[src/rtl/bcd_disp_pkg.sv]
// Shared types and active-low seven-segment patterns for the BCD scan display.
// Bit order of every pattern: bit0 = a ... bit6 = g.
package bcd_disp_pkg;

  localparam int unsigned BCD_W = 4;
  localparam int unsigned SEG_W = 7;

  typedef logic [BCD_W-1:0] bcd_digit_t;
  typedef logic [SEG_W-1:0] seg_t;

  localparam seg_t SEG_0    = 7'h40;
  localparam seg_t SEG_1    = 7'h79;
  localparam seg_t SEG_2    = 7'h24;
  localparam seg_t SEG_3    = 7'h30;
  localparam seg_t SEG_4    = 7'h19;
  localparam seg_t SEG_5    = 7'h12;
  localparam seg_t SEG_6    = 7'h02;
  localparam seg_t SEG_7    = 7'h78;
  localparam seg_t SEG_8    = 7'h00;
  localparam seg_t SEG_9    = 7'h10;
  localparam seg_t SEG_DASH = 7'h3F;
  localparam seg_t SEG_OFF  = 7'h7F;

endpackage

[src/rtl/bcd_to_seg.sv]
// Combinational BCD nibble to active-low seven-segment decoder.
// Non-decimal nibbles (A-F) render as a dash.
module bcd_to_seg
  import bcd_disp_pkg::*;
(
  input  bcd_digit_t digit,
  output seg_t       seg_c
);

  always_comb begin
    seg_c = SEG_DASH;
    case (digit)
      4'd0:    seg_c = SEG_0;
      4'd1:    seg_c = SEG_1;
      4'd2:    seg_c = SEG_2;
      4'd3:    seg_c = SEG_3;
      4'd4:    seg_c = SEG_4;
      4'd5:    seg_c = SEG_5;
      4'd6:    seg_c = SEG_6;
      4'd7:    seg_c = SEG_7;
      4'd8:    seg_c = SEG_8;
      4'd9:    seg_c = SEG_9;
      default: seg_c = SEG_DASH;
    endcase
  end

endmodule

[src/rtl/bcd_scan_display.sv]
// Multiplexed seven-segment driver: snapshots NDIG BCD digits and scans them
// onto a shared active-low segment bus. Define BCD_LZB_EN for leading-zero blanking.
module bcd_scan_display
  import bcd_disp_pkg::*;
#(
  parameter int unsigned NDIG     = 4,
  parameter int unsigned PRESCALE = 50000
) (
  input  logic                   clk,
  input  logic                   rst,
  input  logic [BCD_W*NDIG-1:0]  bcd_in,
  input  logic                   load,
  output seg_t                   seg,
  output logic [NDIG-1:0]        an,
  output logic                   frame_done
);

  localparam int unsigned SNAP_W = BCD_W * NDIG;
  localparam int unsigned CNT_W  = (PRESCALE > 1) ? $clog2(PRESCALE) : 1;
  localparam int unsigned IDX_W  = (NDIG > 1) ? $clog2(NDIG) : 1;
  localparam logic [CNT_W-1:0] CNT_MAX = CNT_W'(PRESCALE - 1);
  localparam logic [IDX_W-1:0] IDX_MAX = IDX_W'(NDIG - 1);

  logic [SNAP_W-1:0] snap, snap_nxt;
  logic [CNT_W-1:0]  cnt,  cnt_nxt;
  logic [IDX_W-1:0]  idx,  idx_nxt;

  bcd_digit_t        sel_nib;
  logic [NDIG-1:0]   an_sel;
  seg_t              dec_seg;
  logic              lz_blank;

  seg_t              seg_nxt;
  logic [NDIG-1:0]   an_nxt;
  logic              frame_done_nxt;

  // Scan state and snapshot registers
  always_ff @(posedge clk or negedge rst) begin
    if (!rst) begin
      snap <= '0;
      cnt  <= '0;
      idx  <= '0;
    end else begin
      snap <= snap_nxt;
      cnt  <= cnt_nxt;
      idx  <= idx_nxt;
    end
  end

  // Prescaler wrap advances the digit index
  always_comb begin
    snap_nxt = snap;
    cnt_nxt  = cnt + CNT_W'(1);
    idx_nxt  = idx;
    if (load) begin
      snap_nxt = bcd_in;
    end
    if (cnt == CNT_MAX) begin
      cnt_nxt = '0;
      idx_nxt = (idx == IDX_MAX) ? '0 : idx + IDX_W'(1);
    end
  end

  // Select the nibble and anode for the current digit
  always_comb begin
    sel_nib = '0;
    an_sel  = '1;
    for (int i = 0; i < int'(NDIG); i++) begin
      if (idx == IDX_W'(i)) begin
        sel_nib   = snap[BCD_W*i +: BCD_W];
        an_sel[i] = 1'b0;
      end
    end
  end

`ifdef BCD_LZB_EN
  // Digit i>0 is blanked when it and every higher nibble are zero
  always_comb begin
    logic all_zero;
    all_zero = 1'b1;
    lz_blank = 1'b0;
    for (int i = int'(NDIG) - 1; i >= 1; i--) begin
      all_zero = all_zero && (snap[BCD_W*i +: BCD_W] == 4'h0);
      if (idx == IDX_W'(i)) begin
        lz_blank = all_zero;
      end
    end
  end
`else
  assign lz_blank = 1'b0;
`endif

  bcd_to_seg u_dec (
    .digit (sel_nib),
    .seg_c (dec_seg)
  );

  // Slot decode: first cycle of each slot is blank to avoid ghosting
  always_comb begin
    seg_nxt        = SEG_OFF;
    an_nxt         = '1;
    frame_done_nxt = (cnt == CNT_MAX) && (idx == IDX_MAX);
    if ((cnt != '0) && !lz_blank) begin
      seg_nxt = dec_seg;
      an_nxt  = an_sel;
    end
  end

  always_ff @(posedge clk or negedge rst) begin
    if (!rst) begin
      seg        <= SEG_OFF;
      an         <= '1;
      frame_done <= 1'b0;
    end else begin
      seg        <= seg_nxt;
      an         <= an_nxt;
      frame_done <= frame_done_nxt;
    end
  end

endmodule

[config.mk]
export PLATFORM = sky130hd
export DESIGN_NAME = bcd_scan_display
export DESIGN_NICKNAME = d
export VERILOG_FILES = /design/src/rtl/bcd_disp_pkg.sv /design/src/rtl/bcd_to_seg.sv /design/src/rtl/bcd_scan_display.sv
export SDC_FILE = /design/constraint.sdc
export NUM_CORES = 1
export LEC_CHECK = 0
export BUFFER_PORTS_ARGS = -buffer_cell sky130_fd_sc_hd__buf_2
export CORE_MARGIN = 2
export CORE_UTILIZATION = 56
export CTS_CLUSTER_SIZE = 20
export DETAILED_ROUTE_END_ITERATION = 10
export PLACE_DENSITY = 0.74
export SYNTH_ARGS = -nofsm -noshare
export SYNTH_HDL_FRONTEND = slang
export SYNTH_SLANG_ARGS = --single-unit
[constraint.sdc]
create_clock -name clk -period 2.5 [get_ports clk]
set_input_delay 0.125 -clock clk [delete_from_list [all_inputs] [get_ports clk]]
set_output_delay 0.125 -clock clk [all_outputs]
set_load 0.02 [all_outputs]
==> results of run 1 <==
==> where the power goes <==
group,switching [mW],internal (mW)
registers,0.0196,0.801
logic,0.0943,0.0721
clock network,0.232,0.279
==> sequential cells by signal, summed over array words and instances (netlist names) <==
register    flops
an              4
cnt            16
frame_done      1
idx             2
seg             7
snap           16
==> cells in the final DEF (no fill, tap or decap), types with 8 or more instances in the layout <==
cell,netlist,layout
buf_2,1,30
clkbuf_8,0,8
mux2_2,17,17
xnor2_1,8,8
nor2_1,17,17
nand2_1,14,14
nand3_1,10,10
dfstp_2,11,11
dfrtp_1,35,35
==> worst max-delay path, cell delays in order (launching register included) <==
cell and delay [ns]:
dfrtp_1 0.43, inv_1 0.11, ha_1 0.20, nor2b_1 0.25, a22oi_1 0.13, a21oi_1 0.42
ha_1 0.35, a21oi_1 0.15, nand3b_1 0.13
==> cell usage after synthesis, drive strengths merged (3+ instances only) <==
master and n:
nand4 3, dfrtp 35, xor2 5, nand3 10, a21oi 5, clkbuf 4, mux2 17, xnor2 8
a22oi 3, o22ai 3, inv 7, nor4 3, o21ai 4, ha 7, dfstp 11, nor2 17
nand2 14, nor3 4, and2 3
==> layout make-up <==
cell class | count | area share
Sequential cell | 46 | 0.477
Multi-Input combinational cell | 127 | 0.378
Timing Repair Buffer | 31 | 0.0645
Clock buffer | 8 | 0.0451
Tap cell | 48 | 0.0246
Inverter | 7 | 0.0108
==> layer usage <==
metal | GRT usage | vias up
li1 | - | 712
met1 | 0.260 | 758
met2 | 0.346 | 44
met3 | 0.0479 | 10
met4 | 0.0938 | 0
met5 | 0 | -
==> per-stage QoR <==
stage	total power [mW]	cell area (µm²)
4_1_cts	1.51	2440
3_3_place_gp	0.991	2330
5_1_grt	1.56	2440
3_5_place_dp	1.00	2330
6_report	1.50	2440
2_1_floorplan	0.937	2140
==> kinds of logic after synthesis <==
family	share of synthesized area
buf+inv	0.0217
mux	0.0943
fa+ha+maj	0.0410
flops	0.545
compound gates	0.0767
xor+xnor	0.0533
simple gates	0.168
==> worst min-delay path by stage <==
stage	startpoint	to	slack [ns]	cells past startpoint
2_1_floorplan	rst	cnt[0]	-0.17	0
3_3_place_gp	rst	cnt[11]	0.31	1
3_5_place_dp	rst	cnt[11]	0.33	1
4_1_cts	rst	cnt[8]	0.01	1
5_1_grt	bcd_in[11]	snap[11]	0.05	2
6_report	rst	cnt[5]	-0.03	1
==> metrics.yaml, run 1 <==
global_route:
  gr-usage-all-layers: 0.209
  grt_pass1_vias: 1524
  grt_overflow: 0
  grt_pass1_wl_mm: 6.76
  grt_max_degree: 47
  antenna_found_initial: 0
drt:
  wl_per_cell_um: 15.0
  wl_met1_mm: 1.70
  dr.first_iter.drc_count: 63
  num_vias: 1524
  drc: 0
  first_pass_iters: 4
  final_antenna_net_count: 0
  viasPerCell: 5.71
  routed_wl_mm: 4.01
  wl_met3_um: 207
  route.top_layer_used: "met4"
  wl_met2_mm: 2.01
clock_tree:
  cts_tree: "done"
  cts_buffer_depth: 2
  root_buffer: "clkbuf_8"
  ctsResizeCount: 0
  cts_htree_levels: 2
  path_clk_slew_ns: 0.08
  cts_setup_buffers: 0
  clock_latency_ns: 0.30
  ctsHoldBuffers: 0
  numCtsBuffers: 5
  clock_sinks: 46
worst_hold_path:
  worst_hold_path_type: "in -> async"
setup_path:
  reg2reg_slack_ns: 0.27
  required_ns: 2.73
  endpoint_kind: "flip-flop"
  crit_end: "seg[3]"
  crit_path_start_kind: "flip-flop"
  cp_data_arrival_time_ns: 2.47
  reg2reg_depth: 8
  startpoint: "idx[0]"
  crit_type: "reg -> reg"
  rr_endpoint: "seg[3]"
  critPathMaxFanout: 6
  timing.rr.start: "idx[0]"
floorplanning:
  initial_utilization: 0.583
  die_w_um: 65.8
  die_y_um: 65.8
  core_um2: 3660
  std_cell_rows: 22
  ios: 31
  dieArea_um2: 4320
place:
  portBuffers: 30
  dp_cells: 259
  dp.final_hpwl_mm: 2.97
  dp_slack_ns: 0.346
  gp_congestion: 0.943
yosys:
  syn-num-nets: 211
  yosys-top-cells-area: "dfrtp_1 41%, dfstp_2 14%, mux2_2 9.0%"
  synth_cell_type_count: 45
  yosysWarnings: 0
  synthCells: 185
  synth_area_leader_cell: "dfrtp_1"
  synth-async-reset-ratio: 1.00
  ys_ff_latch: 46
  syn_avg_cell_area_um2: 11.5
  syn_area_um2: 2140
  synth_top_area_frac: 0.410
  synth_edf_count: 0
  seq_area_frac_synth: 0.545
  ys.flop_type: "dfrtp_1"
final_layout:
  multi_input_area_um2: 925
  nets: 244
  drive_above_1_share: 0.338
  final_cells: 267
  antenna_cells: 0
  fill_cells: 301
  fin_util: 0.667
  seqCellArea_um2: 1160
  area_growth_pct: 14.4
sta:
  rsz0062_at_grt: "false"
  drv_slew: 0
  max_slew_margin: 0.363
  finalSetupViolCount: 0
  finalHoldViolCount: 34
  finalCritPeriodShare: 0.893
  finalSetupTns_ns: 0
  fmax_ghz: 0.448
  whs_ns: -0.0301
  clock-skew-final_ns: 0.00505
  timing.final.ws_setup_ns: 0.267
  fin_crit_ns: 2.23
  worst_pin_slew_ns: 0.955
job:
  maxCapViolations: 0
status:
  violations: "hold timing"
  status: "finished, violations left"
pwr:
  power.leakage_nw: 1.09
  vdd_drop_max_mv: 0.362
  powerDensity_nw_per_um2: 613
Power figures use the tool's default switching activity.
==> inputs of run 2 (changes only) <==
==> constraint.sdc (replaced) <==
create_clock -name clk -period 2.2 [get_ports clk]
set_input_delay 0.11 -clock clk [delete_from_list [all_inputs] [get_ports clk]]
set_output_delay 0.11 -clock clk [all_outputs]
set_load 0.02 [all_outputs]
==> metrics.yaml, run 2 (synthesis gave the netlist of run 1 again) <==
pwr:
  comb_power_share: 0.118  # was 0.111
  p_switching_mw: 0.390  # was 0.346 mW
  vdd_drop_max_mv: 0.422  # was 0.362 mV
  intPower_mw: 1.22  # was 1.15 mW
  powerDensity_nw_per_um2: 661  # was 613 nW/µm²
  sw_frac_of_total: 0.242  # was 0.231
  p_seq_frac: 0.579  # was 0.548
  power.leakage_nw: 1.09  # about the same
  power.total_mw: 1.61  # was 1.50 mW
  clkPwrFrac: 0.303  # was 0.341
clock_tree:
  cts_htree_levels: 2  # unchanged
  path_clk_slew_ns: 0.08  # about the same
  numCtsBuffers: 5  # unchanged
  root_buffer: "clkbuf_8"  # unchanged
  clock_latency_ns: 0.30  # about the same
  clock_sinks: 46  # unchanged
  cts_buffer_depth: 2  # unchanged
  ctsHoldBuffers: 0  # unchanged
  cts_tree: "done"  # unchanged
final_layout:
  layout_common_cells: "35 x dfrtp_1, 30 x buf_2, 17 x mux2_2, 16 x nor2_1, 14 x nand2_1"  # was 35 x dfrtp_1, 30 x buf_2, 17 x nor2_1, 17 x mux2_2, 14 x nand2_1
  nets: 246  # was 244
  antenna_cells: 0  # unchanged
  drive_above_1_share: 0.339  # was 0.338
  final_common_cell: "dfrtp_1"  # unchanged
  finalInstanceArea_um2: 2430  # was 2440 µm²
  area_growth_pct: 14.0  # was 14.4%
  fill_cells: 280  # was 301
  largestRegisters: "cnt x16, snap x16, seg x7"  # unchanged
  fin_util: 0.665  # was 0.667
setup_path:
  critPathMaxFanout: 7  # was 6
  timing.rr.start: "idx[0]"  # unchanged
  endpoint_kind: "flip-flop"  # unchanged
  rr_endpoint: "seg[6]"  # was seg[3]
  cp_common_cell: "ha_1"
  reg2reg_slack_ns: 0.12  # was 0.27 ns
  crit_chain: "inv_1 > ha_1 > nor2b_1 > a22oi_1 > a21oi_2 > ha_1 > nor2_1 > o31ai_1"  # was inv_1 > ha_1 > nor2b_1 > a22oi_1 > a21oi_1 > ha_1 > a21oi_1 > nand3b_1
  slowest_delay_ns: 0.41  # was 0.43 ns
  required_ns: 2.40  # was 2.73 ns
  cp_data_arrival_time_ns: 2.28  # was 2.47 ns
  crit_path_start_kind: "flip-flop"  # unchanged
  cp_num_buf_inv: 1  # unchanged
  crit_type: "reg -> reg"  # unchanged
  crit_slowest_cell: "dfrtp_1"  # unchanged
  cp_top_family: "compound AO/OA/AOI/OAI gates"  # unchanged
  reg2reg_depth: 8  # unchanged
sta:
  finalHoldViolCount: 35  # was 34
  max_slew_margin: 0.355  # was 0.363
  worst_pin_slew_ns: 0.968  # was 0.955 ns
  finalSetupTns_ns: 0  # unchanged
  whs_ns: -0.0311  # was -0.0301 ns
  fin_crit_ns: 2.08  # was 2.23 ns
  fmax_ghz: 0.481  # was 0.448 GHz
  clock-skew-final_ns: 0.00581  # was 0.00505 ns
  drv_slew: 0  # unchanged
  finalCritPeriodShare: 0.944  # was 0.893
  finalSetupViolCount: 0  # unchanged
  rsz0062_at_grt: "false"  # unchanged
  timing.final.ws_setup_ns: 0.122  # was 0.267 ns
place:
  dp.final_hpwl_mm: 2.98  # was 2.97 mm
  portBuffers: 30  # unchanged
  dp_slack_ns: 0.0702  # was 0.346 ns
  place_area_um2: 2340  # was 2330 µm²
  gp_congestion: 0.903  # was 0.943
floorplanning:
  ios: 31  # unchanged
  die_w_um: 65.8  # unchanged
  initial_utilization: 0.583  # unchanged
  core_um2: 3660  # unchanged
  std_cell_rows: 22  # unchanged
  die_y_um: 65.8  # unchanged
  dieArea_um2: 4320  # unchanged
status:
  violations: "hold timing"  # unchanged
  status: "finished, violations left"  # unchanged
global_route:
  grt_pass1_vias: 1483  # was 1524
  grt_max_degree: 47  # unchanged
  grt_overflow: 0  # unchanged
  gr-usage-all-layers: 0.211  # was 0.209
  antenna_found_initial: 0  # unchanged
  grt_pass1_wl_mm: 6.76  # unchanged
drt:
  drc: 0  # unchanged
  num_vias: 1493  # was 1524
  viasPerCell: 5.55  # was 5.71
  final_antenna_net_count: 0  # unchanged
  dr.first_iter.drc_count: 34  # was 63
  first_pass_iters: 4  # unchanged
  wl_per_cell_um: 14.7  # was 15.0 µm
  routed_wl_mm: 3.96  # was 4.01 mm
job:
  maxCapViolations: 0  # unchanged
worst_hold_path:
  worst_hold_path_type: "in -> async"  # unchanged
==> run 2: changes by cell type in the layout (fill, tap and decap cells not counted) <==
cell      previous run  this run
clkbuf_1             0         3
a21boi_0             1         0
nor2_2               0         1
a21boi_1             0         1
a21oi_1              4         3
buf_4                1         3
nor2_1              17        16
clkbuf_8             8         5
a21oi_2              1         2
==> run 2: worst max-delay path by stage <==
stage          endpoint    from  depth (start not counted)  slack, ns
3_5_place_dp     seg[6]  idx[0]                          8       0.07
5_1_grt          seg[6]  idx[0]                          8      0.006
6_report         seg[6]  idx[0]                          8       0.12
3_3_place_gp     seg[6]  idx[1]                          8       0.22
2_1_floorplan    seg[4]  idx[1]                          8       0.31
4_1_cts          seg[6]  idx[0]                          8       0.03
==> run 2: final cells by class <==
| type | instances | area, µm² | area share |
|---|---|---|---|
| clock buffers | 8 | 80.1 | 0.0329 |
| flip-flops and latches | 46 | 1160 | 0.478 |
| repair buffers | 33 | 173 | 0.0709 |
| multi-input cells | 127 | 931 | 0.382 |
| inverters | 7 | 26.3 | 0.0108 |
| well taps | 48 | 60.1 | 0.0247 |
==> run 2: metal layers <==
metal  track usage  part of all wire  up-vias
li1              -                 -      717
met1         0.277              0.46      740
met2         0.335              0.49       28
met3        0.0411             0.036        8
met4         0.102             0.019        0
met5             0                 0        -
==> run 2: what timing repair did <==
item	4_1_cts	5_1_grt
setup endpoints to repair	0	5
resized for setup	0	3
setup buffers	0	1
==> run 2: worst reg2reg max path, cell delays in order, from the launching register on <==
cell and delay (ns):
dfrtp_1 0.41, inv_1 0.12, ha_1 0.22, nor2b_1 0.26, a22oi_1 0.14, a21oi_2 0.31, ha_1 0.23, nor2_1 0.05
o31ai_1 0.24
==> run 2: through the flow <==
| stage | hold WS, ns | std cells |
|---|---|---|
| global route | 0.0305 | 269 |
| floorplan | -0.186 | 185 |
| CTS | 0.00132 | 268 |
| finish | -0.0311 | 269 |
| global placement | 0.294 | 260 |
| detailed placement | 0.319 | 260 |
==> run 2: power groups by stage <==
| stage | combinational, mW | clock (mW) | sequential [mW] |
|---|---|---|---|
| 2_1_floorplan | 0.0925 | 0 | 0.972 |
| 3_3_place_gp | 0.179 | 0 | 0.949 |
| 3_5_place_dp | 0.187 | 0 | 0.949 |
| 4_1_cts | 0.188 | 0.497 | 0.933 |
| 5_1_grt | 0.209 | 0.538 | 0.938 |
| 6_report | 0.189 | 0.488 | 0.932 |
